<file path="src/rtl/rbu_pkg.sv">
// Shared types and helpers for the register bank unit and its pair incrementer.
package rbu_pkg;

   typedef enum logic [1:0] {
      IDLE   = 2'd0,
      INC_LO = 2'd1,
      INC_HI = 2'd2,
      DONE   = 2'd3
   } inc_state_t;

   localparam int MAX_SEL_W = 64;

   function automatic int pair_base(input int num_regs, input int num_pairs);
      return num_regs - 2 * num_pairs;
   endfunction

   // Lowest set bit of a select vector; 0 when nothing is set (callers gate with the OR).
   function automatic int lowest_set(input logic [MAX_SEL_W-1:0] vec);
      int idx;
      idx = 0;
      for (int i = MAX_SEL_W - 1; i >= 0; i--) begin
         if (vec[i]) idx = i;
      end
      return idx;
   endfunction

endpackage

</file>
<file path="src/rtl/rbu_pair_incrementer.sv">
// Byte-serial 16-bit pair increment: low byte first, then high byte plus the latched carry.
module rbu_pair_incrementer
   import rbu_pkg::*;
#(
   parameter int DATA_W    = 8,
   parameter int NUM_PAIRS = 2,
   parameter int IDX_W     = 1
) (
   input  logic                clk,
   input  logic                rst_n,
   input  logic                start_i,
   input  logic [IDX_W-1:0]    idx_i,
   input  logic [2*DATA_W-1:0] pair_val_i,
   output logic                busy_o,
   output logic                done_o,
   output logic                carry_o,
   output logic [IDX_W-1:0]    idx_o,
   output logic                wr_lo_o,
   output logic                wr_hi_o,
   output logic [DATA_W-1:0]   wr_byte_o
);

   inc_state_t       state_q;
   logic [IDX_W-1:0] idx_q;
   logic             lo_carry_q;
   logic             busy_q;
   logic             done_q;
   logic             carry_q;
   logic             idx_ok_s;

   assign idx_ok_s = (int'(idx_i) < NUM_PAIRS);

   // Sequencer with registered busy/done/carry; out-of-range indices never leave IDLE.
   always_ff @(posedge clk or negedge rst_n) begin
      if (!rst_n) begin
         state_q    <= IDLE;
         idx_q      <= '0;
         lo_carry_q <= 1'b0;
         busy_q     <= 1'b0;
         done_q     <= 1'b0;
         carry_q    <= 1'b0;
      end else begin
         done_q <= 1'b0;
         case (state_q)
            IDLE: begin
               if (start_i && idx_ok_s) begin
                  idx_q   <= idx_i;
                  busy_q  <= 1'b1;
                  carry_q <= 1'b0;
                  state_q <= INC_LO;
               end
            end
            INC_LO: begin
               lo_carry_q <= &pair_val_i[DATA_W-1:0];
               state_q    <= INC_HI;
            end
            INC_HI: begin
               carry_q <= lo_carry_q & (&pair_val_i[2*DATA_W-1:DATA_W]);
               busy_q  <= 1'b0;
               done_q  <= 1'b1;
               state_q <= DONE;
            end
            DONE: begin
               state_q <= IDLE;
            end
            default: begin
               state_q <= IDLE;
            end
         endcase
      end
   end

   // Byte write strobes and the value to write for the current step.
   always_comb begin
      wr_lo_o   = 1'b0;
      wr_hi_o   = 1'b0;
      wr_byte_o = '0;
      case (state_q)
         INC_LO: begin
            wr_lo_o   = 1'b1;
            wr_byte_o = pair_val_i[DATA_W-1:0] + {{(DATA_W-1){1'b0}}, 1'b1};
         end
         INC_HI: begin
            wr_hi_o   = 1'b1;
            wr_byte_o = pair_val_i[2*DATA_W-1:DATA_W] + {{(DATA_W-1){1'b0}}, lo_carry_q};
         end
         default: begin
            wr_byte_o = '0;
         end
      endcase
   end

   assign busy_o  = busy_q;
   assign done_o  = done_q;
   assign carry_o = carry_q;
   assign idx_o   = idx_q;

endmodule

</file>
<file path="src/rtl/register_bank_unit.sv">
// General-purpose register bank with paired address registers, bus drive muxes,
// select-conflict detection and a byte-serial pair incrementer.
module register_bank_unit
   import rbu_pkg::*;
#(
   parameter int  DATA_W    = 8,
   parameter int  NUM_REGS  = 8,
   parameter int  NUM_PAIRS = 2,
   localparam int IDX_W     = (NUM_PAIRS > 1) ? $clog2(NUM_PAIRS) : 1
) (
   input  logic                       clk,
   input  logic                       rst_n,
   input  logic [NUM_REGS-1:0]        ld_i,
   input  logic [NUM_REGS-1:0]        sel_i,
   input  logic [NUM_PAIRS-1:0]       ld_pair_i,
   input  logic [NUM_PAIRS-1:0]       sel_pair_i,
   input  logic [DATA_W-1:0]          data_in_i,
   input  logic [2*DATA_W-1:0]        addr_in_i,
   input  logic                       inc_start_i,
   input  logic [IDX_W-1:0]           inc_pair_idx_i,
   input  logic                       err_clr_i,
   output logic [DATA_W-1:0]          data_out_o,
   output logic                       data_oe_o,
   output logic [2*DATA_W-1:0]        addr_out_o,
   output logic                       addr_oe_o,
   output logic [NUM_REGS*DATA_W-1:0] regs_flat_o,
   output logic                       inc_busy_o,
   output logic                       inc_done_o,
   output logic                       inc_carry_o,
   output logic                       sel_conflict_o,
   output logic                       ld_collision_o
);

   localparam int PB = pair_base(NUM_REGS, NUM_PAIRS);

   logic [DATA_W-1:0]   regs_q [NUM_REGS];
   logic [DATA_W-1:0]   regs_d [NUM_REGS];
   logic [DATA_W-1:0]   pair_byte_s [NUM_REGS];
   logic [2*DATA_W-1:0] pair_val_s [NUM_PAIRS];
   logic [NUM_REGS-1:0] pair_ld_s, target_s, busy_mask_s, inc_wr_s;
   logic [2*DATA_W-1:0] inc_pair_val_s;
   logic [IDX_W-1:0]    inc_idx_s;
   logic [DATA_W-1:0]   inc_byte_s;
   logic                inc_wr_lo_s, inc_wr_hi_s;
   logic                multi_sel_s, collide_s;
   logic                sel_conflict_q, ld_collision_q;
   int                  data_sel_s, addr_sel_s;

   // Per-register view of the pair structure: high byte sits at the even offset from PB.
   for (genvar r = 0; r < NUM_REGS; r++) begin : g_reg
      assign regs_flat_o[r*DATA_W +: DATA_W] = regs_q[r];
      if (r >= PB) begin : g_pair_member
         localparam int P     = (r - PB) / 2;
         localparam bit IS_HI = ((r - PB) % 2) == 0;
         assign pair_ld_s[r]   = ld_pair_i[P];
         assign target_s[r]    = (inc_idx_s == IDX_W'(P));
         assign pair_byte_s[r] = IS_HI ? addr_in_i[2*DATA_W-1:DATA_W] : addr_in_i[DATA_W-1:0];
         assign inc_wr_s[r]    = target_s[r] & (IS_HI ? inc_wr_hi_s : inc_wr_lo_s);
      end else begin : g_plain
         assign pair_ld_s[r]   = 1'b0;
         assign target_s[r]    = 1'b0;
         assign pair_byte_s[r] = '0;
         assign inc_wr_s[r]    = 1'b0;
      end
   end

   for (genvar p = 0; p < NUM_PAIRS; p++) begin : g_pair
      assign pair_val_s[p] = {regs_q[PB+2*p], regs_q[PB+2*p+1]};
   end

   assign busy_mask_s = inc_busy_o ? target_s : '0;
   assign collide_s   = |((ld_i | pair_ld_s) & busy_mask_s);
   assign multi_sel_s = (|(sel_i & (sel_i - NUM_REGS'(1'b1))))
                      | (|(sel_pair_i & (sel_pair_i - NUM_PAIRS'(1'b1))));

   // Current value of the pair the incrementer is working on.
   always_comb begin
      inc_pair_val_s = '0;
      for (int p = 0; p < NUM_PAIRS; p++) begin
         inc_pair_val_s = (inc_idx_s == IDX_W'(p)) ? pair_val_s[p] : inc_pair_val_s;
      end
   end

   rbu_pair_incrementer #(
      .DATA_W    (DATA_W),
      .NUM_PAIRS (NUM_PAIRS),
      .IDX_W     (IDX_W)
   ) u_inc (
      .clk        (clk),
      .rst_n      (rst_n),
      .start_i    (inc_start_i),
      .idx_i      (inc_pair_idx_i),
      .pair_val_i (inc_pair_val_s),
      .busy_o     (inc_busy_o),
      .done_o     (inc_done_o),
      .carry_o    (inc_carry_o),
      .idx_o      (inc_idx_s),
      .wr_lo_o    (inc_wr_lo_s),
      .wr_hi_o    (inc_wr_hi_s),
      .wr_byte_o  (inc_byte_s)
   );

   // Write priority: incrementer, then frozen busy pair, then pair load, then byte load.
   always_comb begin
      for (int r = 0; r < NUM_REGS; r++) begin
         if (inc_wr_s[r])         regs_d[r] = inc_byte_s;
         else if (busy_mask_s[r]) regs_d[r] = regs_q[r];
         else if (pair_ld_s[r])   regs_d[r] = pair_byte_s[r];
         else if (ld_i[r])        regs_d[r] = data_in_i;
         else                     regs_d[r] = regs_q[r];
      end
   end

   // Drive muxes resolve multiple selects to the lowest index.
   always_comb begin
      data_sel_s = lowest_set(MAX_SEL_W'(sel_i));
      addr_sel_s = lowest_set(MAX_SEL_W'(sel_pair_i));
      data_out_o = '0;
      addr_out_o = '0;
      for (int r = 0; r < NUM_REGS; r++) begin
         data_out_o = (data_oe_o && (r == data_sel_s)) ? regs_q[r] : data_out_o;
      end
      for (int p = 0; p < NUM_PAIRS; p++) begin
         addr_out_o = (addr_oe_o && (p == addr_sel_s)) ? pair_val_s[p] : addr_out_o;
      end
   end

   assign data_oe_o = |sel_i;
   assign addr_oe_o = |sel_pair_i;

   // Register storage and sticky error flags (a new error beats err_clr).
   always_ff @(posedge clk or negedge rst_n) begin
      if (!rst_n) begin
         for (int r = 0; r < NUM_REGS; r++) regs_q[r] <= '0;
         sel_conflict_q <= 1'b0;
         ld_collision_q <= 1'b0;
      end else begin
         regs_q         <= regs_d;
         sel_conflict_q <= multi_sel_s ? 1'b1 : (err_clr_i ? 1'b0 : sel_conflict_q);
         ld_collision_q <= collide_s   ? 1'b1 : (err_clr_i ? 1'b0 : ld_collision_q);
      end
   end

   assign sel_conflict_o = sel_conflict_q;
   assign ld_collision_o = ld_collision_q;

endmodule

</file>
<file path="config.mk">
export PLATFORM = sky130hd
export DESIGN_NAME = register_bank_unit
export DESIGN_NICKNAME = d
export VERILOG_FILES = /design/src/rtl/rbu_pkg.sv /design/src/rtl/rbu_pair_incrementer.sv /design/src/rtl/register_bank_unit.sv
export SDC_FILE = /design/constraint.sdc
export NUM_CORES = 1
export LEC_CHECK = 0
export CORE_MARGIN = 2
export CORE_UTILIZATION = 49
export CTS_BUF_LIST = sky130_fd_sc_hd__clkbuf_2
export DETAILED_ROUTE_END_ITERATION = 8
export PLACE_DENSITY_LB_ADDON = 0.2
export SLEW_MARGIN = 0
export SYNTH_ARGS = -nofsm -noshare
export SYNTH_HDL_FRONTEND = slang
export SYNTH_HIERARCHICAL = 1
export SYNTH_SLANG_ARGS = --single-unit
</file>
<file path="constraint.sdc">
create_clock -name clk -period 4.88 [get_ports clk]
set_clock_uncertainty 0.15 [all_clocks]
set_input_delay 1.464 -clock clk [delete_from_list [all_inputs] [get_ports clk]]
set_output_delay 1.464 -clock clk [all_outputs]
set_load 0.005 [all_outputs]
</file>
==> flow_summary.ini, run 1 <==
[clock_network]
worst_setup_hold_path_clk_slew_ns = 0.21
number_of_buffers_added_by_the_clock_tree_synthesis_step = 9
cts.htree.levels = 3
clock_path_buffers = 2
cts_tree = built
root_buffer = clkbuf_2
clk-insertion-delay-late_ns = 0.50
numClockSinks = 73

[job]
max_cap_viol_count = 0

[die]
placement_rows = 36
floorplan.die.height_um = 103
die-area_sq_um = 10600
start_util_pct = 49.8
die_w_um = 103
io_pins = 144
fp.coreArea_sq_um = 9640

[layout]
multi_input_comb_area_sq_um = 2800
layout.cells.non_filler = 838
layout-drive-gt1-share_pct = 18.4
layout.nets = 757
sequential_cell_area_sq_um = 1830
most_common_cell_after_layout_fill_and_taps_aside = clkdlybuf4s50_1
layout.cell_area.non_filler_sq_um = 6620
insertedDiodeCount = 0
layout_overhead_on_the_synthesized_area_pct = 38.0
most-common-layout-cells = 126 x clkdlybuf4s50_1, 73 x dfrtp_1, 68 x nand2_1
fillCellCount = 829

[route]
postRouteWirelength_um = 17800
routed_wire_length_per_instance_um = 21.2
via_count = 5156
antenna_violating_nets_post_route = 0
detailedRoute.firstIterationViolations = 366
vias_per_cell = 6.15
drc = 0
length_of_the_first_detailed_routing_pass_in_iterations = 6

[logic_synthesis]
syn-mean-instance-area_sq_um = 8.83
ys_types = 52
synth_area_sq_um = 4800
ys_seq_area_share_pct = 38.1
async_reset_ff_share_pct = 100
ys_dominant_reg_cell = dfrtp_1
synth-edff-count = 0
synth_fp_nets = 599
ys.warnings.count = 6
synth_cells = 543
synth_seq_cells = 73

[placement]
detailedPlace.worstSlack_ns = -0.480
routabilityCongestion = 0.952
io_buffers = 143
postPlaceCellArea_sq_um = 6460
dp.final_hpwl_um = 13400
placed_cells = 812

[critical_path]
setup.worst_path.end_class = primary output
regToRegStartpoint = u_inc/idx_o
critical_path_class = in -> out
timing.critical_path.to = data_out_o[5]
worst_r2r_endpoint = regs_flat_o[36]
timing.critical_path.from_type = input port
timing.critical_path.required_ns = 3.27
critPathArrivalTime_ns = 3.23
timing.reg2reg.setup_slack_ns = 2.11
timing.reg2reg.worst_path_depth = 9
timing.critical_path.fanout_max = 4
worst_setup_path_startpoint = sel_i[1]

[timing]
maxSlewHeadroom_pct = 25.1
drv_slew = 0
setup_violations = 0
timing.final.crit_share_pct = 99.2
setup_repair_after_global_routing_missed_its_margin = false
worst_slew_pin_slew_ns = 1.12
fin_worst_hold_slack_ns = 0.399
hold_violations = 0
final_period_minus_worst_setup_slack_ns = 4.84
layout_setup_ws_ns = 0.0397
max_freq_mhz = 207
setup_tns_ns = 0

[global_routing]
grt_pass1_wl_um = 27300
first_global_vias = 5095
globalRoute.totalOverflow = 0
antenna_found_initial = 0
grt_start_max_net_pins = 46
grt_util_all_layers_pct = 34.2

[min_path]
timing.hold.worst.class = reg -> reg
whs_path_depth = 1

[pwr]
power_leakage_nw = 2.66
power_density_normalized_to_cell_area_nw_per_um2 = 463
max-vdd-ir-drop_mv = 0.360

[status]
status = finished clean
sequential cells by signal, indices dropped and copies added, names as in the netlist:
name              flops
sel_conflict_o        1
regs_flat_o          64
u_inc/done_o          1
ld_collision_o        1
u_inc/lo_carry_q      1
u_inc/carry_o         1
u_inc/busy_o          1
u_inc/idx_o           1
u_inc/state_q         2
timing repair:
| action | CTS | global route |
|---|---|---|
| endpoints found under the setup margin | 9 | 6 |
| hold buffers | 0 | 0 |
| pin swaps | 4 | 4 |
| gates resized for setup | 42 | 5 |
| buffers inserted | 11 | 0 |
| endpoints found under the hold margin | 0 | 0 |
| cloned | 0 | 0 |
critical path, stage by stage:
cell and delay, ns:
dlygate4sd2_1 0.24, or4_4 0.60, buf_12 0.17, a21oi_4 0.17, o31ai_2 0.10, a222oi_1 0.29
buf_2 0.18
metrics by stage:
step	total power, mW	util, %
after floorplan	1.86	-
after global placement	2.70	67.0
after detailed placement	2.74	67.0
after CTS	3.02	68.8
after global routing	3.28	68.7
final	3.07	68.7
worst min-delay path by stage:
stage                   startpoint             end  slack [ns]
finish              ld_collision_o  ld_collision_o        0.40
global placement     u_inc/carry_o   u_inc/carry_o        0.34
floorplan              u_inc/idx_o     u_inc/idx_o        0.33
global route        ld_collision_o  ld_collision_o        0.43
detailed placement  ld_collision_o  ld_collision_o        0.36
CTS                 ld_collision_o  ld_collision_o        0.40
logic make-up (layout without fill, tap and decap cells):
logic type	after synthesis	in the layout	share of synthesized area, %
AO/OA/AOI/OAI	180	180	23.4
XOR/XNOR	6	6	1.10
adder cells (fa/ha/maj)	9	9	2.27
buffers and inverters	47	209	4.12
flip-flops	73	73	38.1
multiplexers	58	58	13.4
AND/OR/NAND/NOR	170	170	17.6
per-layer routing:
metal,vias to the layer above,global-route usage (%),routed length (um)
li1,2284,-,-
met1,2494,43.5,7140
met2,307,55.5,8450
met3,71,6.78,1330
met4,0,17.5,854
met5,-,0,0
area by class of cell:
cell class	instances	share of cell area, %
Clock buffer	9	0.680
Clock inverter	6	0.548
Inverter	9	0.510
Multi-Input combinational cell	423	42.4
Sequential cell	73	27.6
Tap cell	133	2.51
Timing Repair Buffer	185	25.8
synthesized netlist by cell type (2+ instances only):
master | number | share of area (%)
nand3_2 | 2 | 0.42
nor4b_1 | 2 | 0.37
nand4_1 | 3 | 0.39
mux2_2 | 48 | 11
a22o_1 | 17 | 3.1
xnor2_1 | 4 | 0.73
buf_6 | 2 | 0.47
o211a_1 | 2 | 0.42
a22oi_1 | 6 | 0.94
clkbuf_1 | 21 | 1.6
nor4_1 | 2 | 0.26
dfrtp_1 | 73 | 38
nand3_1 | 6 | 0.63
mux2_1 | 2 | 0.47
xor2_1 | 2 | 0.37
o31a_1 | 2 | 0.37
o31ai_1 | 4 | 0.63
nand2b_1 | 3 | 0.39
buf_2 | 5 | 0.52
inv_1 | 9 | 0.70
or3_1 | 3 | 0.39
nor2b_1 | 33 | 4.3
a221oi_1 | 9 | 1.6
nand2_1 | 68 | 5.3
o21ai_1 | 13 | 1.4
and2_1 | 3 | 0.39
a21oi_1 | 55 | 5.7
nor3_1 | 13 | 1.4
a222oi_1 | 4 | 0.83
mux2i_1 | 8 | 1.7
o21a_1 | 2 | 0.31
a22oi_2 | 2 | 0.52
ha_1 | 7 | 1.8
buf_1 | 10 | 0.78
a21boi_1 | 3 | 0.47
a2111oi_0 | 3 | 0.55
o21ai_0 | 52 | 5.4
nor2_1 | 26 | 2.0
report_power, final:
part | internal, mW | switching, mW
Combinational | 0.856 | 0.818
Sequential | 0.784 | 0.329
Clock | 0.0605 | 0.217
Total | 1.70 | 1.36
Note: power is estimated with default switching activity, not from simulation.
==> run 2, diff against run 1 <==
--- a/config.mk
+++ b/config.mk
@@ -9,7 +9,9 @@
 export CORE_UTILIZATION = 49
 export CTS_BUF_LIST = sky130_fd_sc_hd__clkbuf_2
 export DETAILED_ROUTE_END_ITERATION = 8
+export HOLD_SLACK_MARGIN = 0.02
 export PLACE_DENSITY_LB_ADDON = 0.2
+export SKIP_LAST_GASP = 1
 export SLEW_MARGIN = 0
 export SYNTH_ARGS = -nofsm -noshare
 export SYNTH_HDL_FRONTEND = slang
==> results of run 2 <==
Final layout, timing and power as in run 1 (identical DEF).
